[config.mk]
export PLATFORM = sky130hd
export DESIGN_NAME = imem_dmem_arbiter_flat
export DESIGN_NICKNAME = d
export VERILOG_FILES = /design/src/rtl/imem_dmem_arbiter_pkg.sv /design/src/rtl/imem_dmem_arbiter_if.sv /design/src/rtl/imem_dmem_arbiter_perf_counters.sv /design/src/rtl/imem_dmem_arbiter.sv /design/src/flat_wrapper.sv
export SDC_FILE = /design/constraint.sdc
export NUM_CORES = 1
export LEC_CHECK = 0
export ABC_AREA = 0
export BUFFER_PORTS_ARGS = -buffer_cell sky130_fd_sc_hd__buf_4
export CAP_MARGIN = 20
export CORE_AREA = 2 2 107 109
export DETAILED_ROUTE_END_ITERATION = 12
export DIE_AREA = 0 0 109 111
export GPL_ROUTABILITY_DRIVEN = 0
export GPL_TIMING_DRIVEN = 1
export PLACE_DENSITY = 0.69
export SLEW_MARGIN = 20
export SYNTH_ARGS = -nofsm -noshare
export SYNTH_HDL_FRONTEND = slang
export SYNTH_SLANG_ARGS = --single-unit
[constraint.sdc]
create_clock -name clock -period 4.2 [get_ports clock]
set_input_delay 0.84 -clock clock [delete_from_list [all_inputs] [get_ports clock]]
set_output_delay 0.84 -clock clock [all_outputs]
set_load 0.05 [all_outputs]
[src/rtl/imem_dmem_arbiter_pkg.sv]
// Shared types and default widths for the instruction/data memory-port arbiter.
package arb_pkg;

   localparam int unsigned ADDR_W_DEF       = 32;
   localparam int unsigned DATA_W_DEF       = 32;
   localparam int unsigned MAX_D_STREAK_DEF = 4;

   typedef enum logic [1:0] {
      ARB_IDLE,
      ARB_BUSY_I,
      ARB_BUSY_D
   } arb_state_t;

   typedef enum logic {
      OWN_I,
      OWN_D
   } owner_t;

endpackage

[src/rtl/imem_dmem_arbiter_if.sv]
// Unified memory port: the arbiter is the master, the memory model the slave.
interface imem_dmem_arbiter_if #(
   parameter int unsigned ADDR_W = 32,
   parameter int unsigned DATA_W = 32
);
   logic                  mem_req;
   logic                  mem_we;
   logic [ADDR_W-1:0]     mem_addr;
   logic [DATA_W-1:0]     mem_wdata;
   logic [DATA_W/8-1:0]   mem_be;
   logic [DATA_W-1:0]     mem_rdata;
   logic                  mem_ack;

   modport master (
      output mem_req, mem_we, mem_addr, mem_wdata, mem_be,
      input  mem_rdata, mem_ack
   );

   modport slave (
      input  mem_req, mem_we, mem_addr, mem_wdata, mem_be,
      output mem_rdata, mem_ack
   );
endinterface

[src/rtl/imem_dmem_arbiter_perf_counters.sv]
// Grant and conflict event counters; built only when ARB_PERF_CNT_EN is defined.
module arb_perf_counters (
   input  logic        clock,
   input  logic        reset,
   input  logic        grant_i,
   input  logic        grant_d,
   input  logic        conflict,
   output logic [31:0] perf_if_grants,
   output logic [31:0] perf_d_grants,
   output logic [31:0] perf_conflict_cycles
);
   // Free-running event counters, wrapping modulo 2^32
   always_ff @(posedge clock) begin
      if (reset) begin
         perf_if_grants       <= '0;
         perf_d_grants        <= '0;
         perf_conflict_cycles <= '0;
      end else begin
         if (grant_i)  perf_if_grants       <= perf_if_grants + 32'd1;
         if (grant_d)  perf_d_grants        <= perf_d_grants + 32'd1;
         if (conflict) perf_conflict_cycles <= perf_conflict_cycles + 32'd1;
      end
   end
endmodule

[src/rtl/imem_dmem_arbiter.sv]
// Fetch/data arbiter for the shared memory port. Data has priority, bounded by
// a streak guard so a waiting fetch is granted after MAX_D_STREAK data grants.
// Optional feature macro: ARB_PERF_CNT_EN (adds grant/conflict counters).
module imem_dmem_arbiter
   import arb_pkg::*;
#(
   parameter int unsigned ADDR_W       = ADDR_W_DEF,
   parameter int unsigned DATA_W       = DATA_W_DEF,
   parameter int unsigned MAX_D_STREAK = MAX_D_STREAK_DEF
) (
   input  logic                clock,
   input  logic                reset,
   input  logic                if_req,
   input  logic [ADDR_W-1:0]   if_addr,
   input  logic                if_flush,
   output logic [DATA_W-1:0]   if_rdata,
   output logic                if_valid,
   output logic                if_stall,
   input  logic                d_req,
   input  logic                d_we,
   input  logic [ADDR_W-1:0]   d_addr,
   input  logic [DATA_W-1:0]   d_wdata,
   input  logic [DATA_W/8-1:0] d_be,
   output logic [DATA_W-1:0]   d_rdata,
   output logic                d_valid,
   output logic                d_stall,
   imem_dmem_arbiter_if.master mem
`ifdef ARB_PERF_CNT_EN
   ,
   output logic [31:0]         perf_if_grants,
   output logic [31:0]         perf_d_grants,
   output logic [31:0]         perf_conflict_cycles
`endif
);
   localparam int unsigned    SW         = $clog2(MAX_D_STREAK + 1);
   localparam logic [SW-1:0]  STREAK_MAX = SW'(MAX_D_STREAK);

   arb_state_t          state, state_nxt;
   logic [SW-1:0]       streak;
   logic                squash;
   logic                grant_valid;
   owner_t              grant_owner;
   logic                d_wins;

   logic                we_q;
   logic [ADDR_W-1:0]   addr_q;
   logic [DATA_W-1:0]   wdata_q;
   logic [DATA_W/8-1:0] be_q;

   // State register
   always_ff @(posedge clock) begin
      if (reset) state <= ARB_IDLE;
      else       state <= state_nxt;
   end

   // Next-state: grant from IDLE, return to IDLE on the ack cycle
   always_comb begin
      state_nxt = state;
      unique case (state)
         ARB_IDLE: begin
            if (grant_valid) state_nxt = (grant_owner == OWN_D) ? ARB_BUSY_D : ARB_BUSY_I;
         end
         ARB_BUSY_I, ARB_BUSY_D: begin
            if (mem.mem_ack) state_nxt = ARB_IDLE;
         end
         default: state_nxt = ARB_IDLE;
      endcase
   end

   // Outputs: grant decision, responses and stalls
   always_comb begin
      d_wins      = d_req && (!if_req || (streak < STREAK_MAX));
      grant_valid = (state == ARB_IDLE) && (d_wins || if_req);
      grant_owner = d_wins ? OWN_D : OWN_I;
      // A flush arriving in the ack cycle itself drops the response as well
      if_valid    = mem.mem_ack && (state == ARB_BUSY_I) && !squash && !if_flush;
      d_valid     = mem.mem_ack && (state == ARB_BUSY_D);
      if_stall    = if_req && !if_valid;
      d_stall     = d_req && !d_valid;
      if_rdata    = mem.mem_rdata;
      d_rdata     = mem.mem_rdata;
   end

   assign mem.mem_req   = (state != ARB_IDLE);
   assign mem.mem_we    = we_q;
   assign mem.mem_addr  = addr_q;
   assign mem.mem_wdata = wdata_q;
   assign mem.mem_be    = be_q;

   // Latch the winner's request fields at grant; they hold until the next grant
   always_ff @(posedge clock) begin
      if (reset) begin
         we_q    <= 1'b0;
         addr_q  <= '0;
         wdata_q <= '0;
         be_q    <= '0;
      end else if (grant_valid) begin
         if (grant_owner == OWN_D) begin
            we_q    <= d_we;
            addr_q  <= d_addr;
            wdata_q <= d_wdata;
            be_q    <= d_be;
         end else begin
            we_q    <= 1'b0;
            addr_q  <= if_addr;
            wdata_q <= '0;
            be_q    <= '1;
         end
      end
   end

   // Streak of data grants taken while fetch was waiting
   always_ff @(posedge clock) begin
      if (reset) begin
         streak <= '0;
      end else if (grant_valid) begin
         if (grant_owner == OWN_D && if_req)
            streak <= (streak == STREAK_MAX) ? STREAK_MAX : streak + SW'(1);
         else
            streak <= '0;
      end
   end

   // Squash flag: remembers a flush seen during an outstanding fetch
   always_ff @(posedge clock) begin
      if (reset)
         squash <= 1'b0;
      else if (state == ARB_BUSY_I && !mem.mem_ack)
         squash <= squash | if_flush;
      else
         squash <= 1'b0;
   end

`ifdef ARB_PERF_CNT_EN
   logic conflict;
   assign conflict = (state == ARB_IDLE) && if_req && d_req;

   arb_perf_counters u_perf (
      .clock                (clock),
      .reset                (reset),
      .grant_i              (grant_valid && grant_owner == OWN_I),
      .grant_d              (grant_valid && grant_owner == OWN_D),
      .conflict             (conflict),
      .perf_if_grants       (perf_if_grants),
      .perf_d_grants        (perf_d_grants),
      .perf_conflict_cycles (perf_conflict_cycles)
   );
`else
   // Counters absent; arbitration is unaffected.
`endif

endmodule

[src/flat_wrapper.sv]
// flat-port wrapper written by rule: the top's interface ports become plain ports
module imem_dmem_arbiter_flat import arb_pkg::*;
#(
   parameter int unsigned ADDR_W       = ADDR_W_DEF,
   parameter int unsigned DATA_W       = DATA_W_DEF,
   parameter int unsigned MAX_D_STREAK = MAX_D_STREAK_DEF
)
  (clock, reset, if_req, if_addr, if_flush, if_rdata, if_valid, if_stall, d_req, d_we, d_addr, d_wdata, d_be, d_rdata, d_valid, d_stall, mem_mem_req, mem_mem_we, mem_mem_addr, mem_mem_wdata, mem_mem_be, mem_mem_rdata, mem_mem_ack);
  imem_dmem_arbiter_if #(.ADDR_W(ADDR_W), .DATA_W(DATA_W)) mem_i ();
  input  logic clock;
  input  logic reset;
  input  logic if_req;
  input  logic [ADDR_W-1:0] if_addr;
  input  logic if_flush;
  output logic [DATA_W-1:0] if_rdata;
  output logic if_valid;
  output logic if_stall;
  input  logic d_req;
  input  logic d_we;
  input  logic [ADDR_W-1:0] d_addr;
  input  logic [DATA_W-1:0] d_wdata;
  input  logic [DATA_W/8-1:0] d_be;
  output logic [DATA_W-1:0] d_rdata;
  output logic d_valid;
  output logic d_stall;
  output wire logic [$bits(mem_i.mem_req)-1:0] mem_mem_req;
  output wire logic [$bits(mem_i.mem_we)-1:0] mem_mem_we;
  output wire logic [$bits(mem_i.mem_addr)-1:0] mem_mem_addr;
  output wire logic [$bits(mem_i.mem_wdata)-1:0] mem_mem_wdata;
  output wire logic [$bits(mem_i.mem_be)-1:0] mem_mem_be;
  input wire logic [$bits(mem_i.mem_rdata)-1:0] mem_mem_rdata;
  input wire logic [$bits(mem_i.mem_ack)-1:0] mem_mem_ack;
  assign mem_mem_req = mem_i.mem_req;
  assign mem_mem_we = mem_i.mem_we;
  assign mem_mem_addr = mem_i.mem_addr;
  assign mem_mem_wdata = mem_i.mem_wdata;
  assign mem_mem_be = mem_i.mem_be;
  assign mem_i.mem_rdata = mem_mem_rdata;
  assign mem_i.mem_ack = mem_mem_ack;
  imem_dmem_arbiter #(.ADDR_W(ADDR_W), .DATA_W(DATA_W), .MAX_D_STREAK(MAX_D_STREAK)) u_core (.clock(clock), .reset(reset), .if_req(if_req), .if_addr(if_addr), .if_flush(if_flush), .if_rdata(if_rdata), .if_valid(if_valid), .if_stall(if_stall), .d_req(d_req), .d_we(d_we), .d_addr(d_addr), .d_wdata(d_wdata), .d_be(d_be), .d_rdata(d_rdata), .d_valid(d_valid), .d_stall(d_stall), .mem(mem_i));
endmodule
==> impl_results.md <==
- Status: complete, no violations
- Number of DRC markers in iteration 0: 134
- H-tree lvl count: 3
- Critical path class: reg -> out
- Flip-flop and latch count after synthesis: 75
- Critical path required time: 3.36 ns
- Area grow syn2layout: 37.33%
- Ys Warns: 0
- Die area: 12100 sq um
- Largest family of logic cells by synthesized area: compound AO/OA/AOI/OAI gates
- P per Cell Area: 486.1 nW/um^2
- DRT Wirelength: 11080 microns
- Post-CTS Hold Fix Bufs: 0
- Share of layout cells above drive strength 1: 39.81%
- Clock buffer count from CTS: 9
- Core ar.: roughly 11000 sq um
- P_leak: 2.147 nW
- Vias in the first global route: 3267
- I/O pin count: 277
- Routed via count: 3267
- Fin nets: 654
- Port bufs: 180
- Simple-gate area share of the yosys netlist: 9.856%
- Antenna cells: 0
- Final period utilization: 66.01%
- WL per Instance: 16.84 microns
- DRC violations left: 0
- Post-CTS setup buffer count: 0
- Gr usage total: 17.86%
- RSZ-0062 raised after global routing: false
- Vias/cell: roughly 5.0
- Critical path data arrival time: 1.93 ns
- Compound-Gate Fraction of Synth Area: 25.70%
- Min-Delay Path Class: reg -> reg
- Slew Viols, Final: 0
- Type of origin of the critical path: register
- CP max FO: 29
- Starting Density: 31.29%
- DP Wirelength: 8098 microns
- Post-synthesis net count: 552
- Worst-path clk slew: ~0.06 ns
- Resized Gates After CTS: 0
- Total negative slack: 0 ns
- # Max-Cap Violations: 0
- Post-Synth Adder-Cell Area: 1.805%
- Mux contribution to synthesized area: 0%
- Grt ovf: 0
- Post-synthesis cell area: roughly 3500 sq um
- CTS tree: done
- Row count: 39
- Max-slew headroom: 36.86%
- Synth Area in XOR/XNOR: 0%
- F_max: 0.3607 GHz
- Mean Syn Cell Area: 8.495 sq um
- Clock Skew: 0.004239 ns
- Post-route ant nets: 0
- Chip height: 111 microns
- Fin. Hold Viols: 0
- Root buffer cell: clkbuf_16
- Die X-Extent: 109 microns
- Clock Latency Late Sink: 0.33 ns
- Largest net degree at the start of global routing: 47
- FILL cells: 1075
- Tmin final: 2.772 ns
- Critical path endpoint category: primary output
- Sink Count: between 70 and 80
- DRT Pass-1 Iters: 4
- Post-synth cell types: 27
- Worst-case clock buffer depth: 2
- First-pass GRT wire length: roughly 17000 microns
- Worst slew pin tran: 0.9414 ns
- Setup violations, final: 0
- Sequential share of the synthesized area: 43.32%
- Cells after Synth: ~410
- Initial antenna violation count: 0
- Post-route cell area: 4760 sq um
- Worst VDD drop: 0.0001920 V
- Dpl cell area: ~4400 sq um
## layout by cell type, fill, tap and decap left out, drive strengths merged
| cell | synthesis | layout |
|---|---|---|
| a21bo | 1 | 1 |
| a21boi | 1 | 1 |
| a21oi | 68 | 68 |
| a32oi | 34 | 34 |
| and2 | 1 | 1 |
| and3 | 1 | 1 |
| and3b | 1 | 1 |
| buf | 80 | 187 |
| bufinv | 0 | 1 |
| clkbuf | 16 | 11 |
| clkinv | 1 | 2 |
| clkinvlp | 0 | 1 |
| dfxtp | 75 | 75 |
| ha | 5 | 5 |
| inv | 5 | 7 |
| nand2 | 35 | 35 |
| nand3 | 2 | 2 |
| nor2 | 35 | 35 |
| nor2b | 3 | 3 |
| nor3b | 1 | 1 |
| nor4b | 1 | 1 |
| o21a | 1 | 1 |
| o21ai | 35 | 35 |
| o221a | 4 | 4 |
| or3 | 2 | 2 |
## per-layer routing
layer  track usage (%)  vias up  share of wire [%]
met2             30.64      174                 50
li1                  -     1567                  -
met3             5.350       20                9.1
met4             7.863        0                2.3
met1             20.08     1506                 38
met5                 0        -                  0
## layout make-up
| type | instances | area (sq um) | area share [%] |
|---|---|---|---|
| multi-input combinational | 231 | 1310 | 27.52 |
| inverter | 6 | 22.52 | 0.4732 |
| timing repair buffer | 187 | 1444 | 30.34 |
| clock inverter | 5 | 60.06 | 1.262 |
| tap | 143 | 178.9 | 3.759 |
| sequential | 75 | 1501 | 31.55 |
| clock buffer | 11 | 242.7 | 5.100 |
## path summary, 6_finish.rpt
check                                      from                                     to  slack [ns]  cells after the start
setup / recovery   u_core.state[0]$_SDFFE_PP0P_                            mem_mem_req        1.43                      5
hold / removal    u_core.streak[1]$_SDFFE_PP0P_          u_core.streak[1]$_SDFFE_PP0P_        0.48                      2
setup reg to reg   u_core.state[0]$_SDFFE_PP0P_  u_core.mem.mem_wdata[25]$_SDFFE_PP0P_        2.11                      8
hold reg to reg   u_core.streak[1]$_SDFFE_PP0P_          u_core.streak[1]$_SDFFE_PP0P_        0.48                      2
## per-stage QoR
| stage | power, mW | std cells | util, % | hold WS, ns | setup slack (ns) |
|---|---|---|---|---|---|
| 2_1_floorplan | 1.449 | 408 | - | 0.4486 | 1.364 |
| 3_3_place_gp | 1.524 | 640 | 39.74 | 0.4565 | 1.629 |
| 3_5_place_dp | 1.533 | 640 | 39.74 | 0.4736 | 1.554 |
| 4_1_cts | 2.325 | 656 | 42.47 | 0.4819 | 1.416 |
| 5_1_grt | 2.417 | 658 | 42.97 | 0.5072 | 1.342 |
| 6_report | 2.314 | 658 | 42.97 | 0.4766 | 1.428 |
## power breakdown
part,total (mW),internal [mW],switching (mW)
Clock,0.777,0.479,0.298
Sequential,0.825,0.784,0.0408
Combinational,0.711,0.248,0.464
Total,2.31,1.51,0.802
## logic make-up after synthesis
logic type,Yosys count
AOI/OAI and AO/OA,144
buffers and inverters,102
and+or+nand+nor,82
DFF,75
adders and majority gates,5
## synth_stat cells
cell | instances | share of area (%)
a21bo_2 | 1 | 0.29
a21boi_2 | 1 | 0.32
a21oi_1 | 68 | 9.8
a32oi_1 | 34 | 8.6
and2_1 | 1 | 0.18
and3_1 | 1 | 0.18
and3b_1 | 1 | 0.25
buf_2 | 7 | 1.0
buf_4 | 72 | 16
buf_6 | 1 | 0.32
clkbuf_1 | 16 | 1.7
clkinv_1 | 1 | 0.11
dfxtp_1 | 75 | 43
ha_1 | 5 | 1.8
inv_1 | 5 | 0.54
nand2_1 | 35 | 3.8
nand3_1 | 2 | 0.29
nor2_1 | 35 | 3.8
nor2b_1 | 3 | 0.54
nor3b_1 | 1 | 0.22
nor4b_1 | 1 | 0.25
o21a_1 | 1 | 0.22
o21ai_0 | 14 | 2.0
o21ai_1 | 20 | 2.9
o21ai_2 | 1 | 0.25
o221a_1 | 4 | 1.3
or3_1 | 2 | 0.36
## worst max-delay path: stages (launching register included)
cell     delay (ns)
dfxtp_1        0.32
inv_1          0.09
ha_1           0.47
buf_4          0.39
inv_1          0.11
buf_4          0.21
## registers in the layout, summed over array words and instances (netlist names)
register and cells:
u_core.squash 1, u_core.state 2, u_core.mem.mem_we 1, u_core.mem.mem_addr 32
u_core.mem.mem_be 4, u_core.streak 3, u_core.mem.mem_wdata 32
Note: power is estimated with default switching activity, not from simulation.
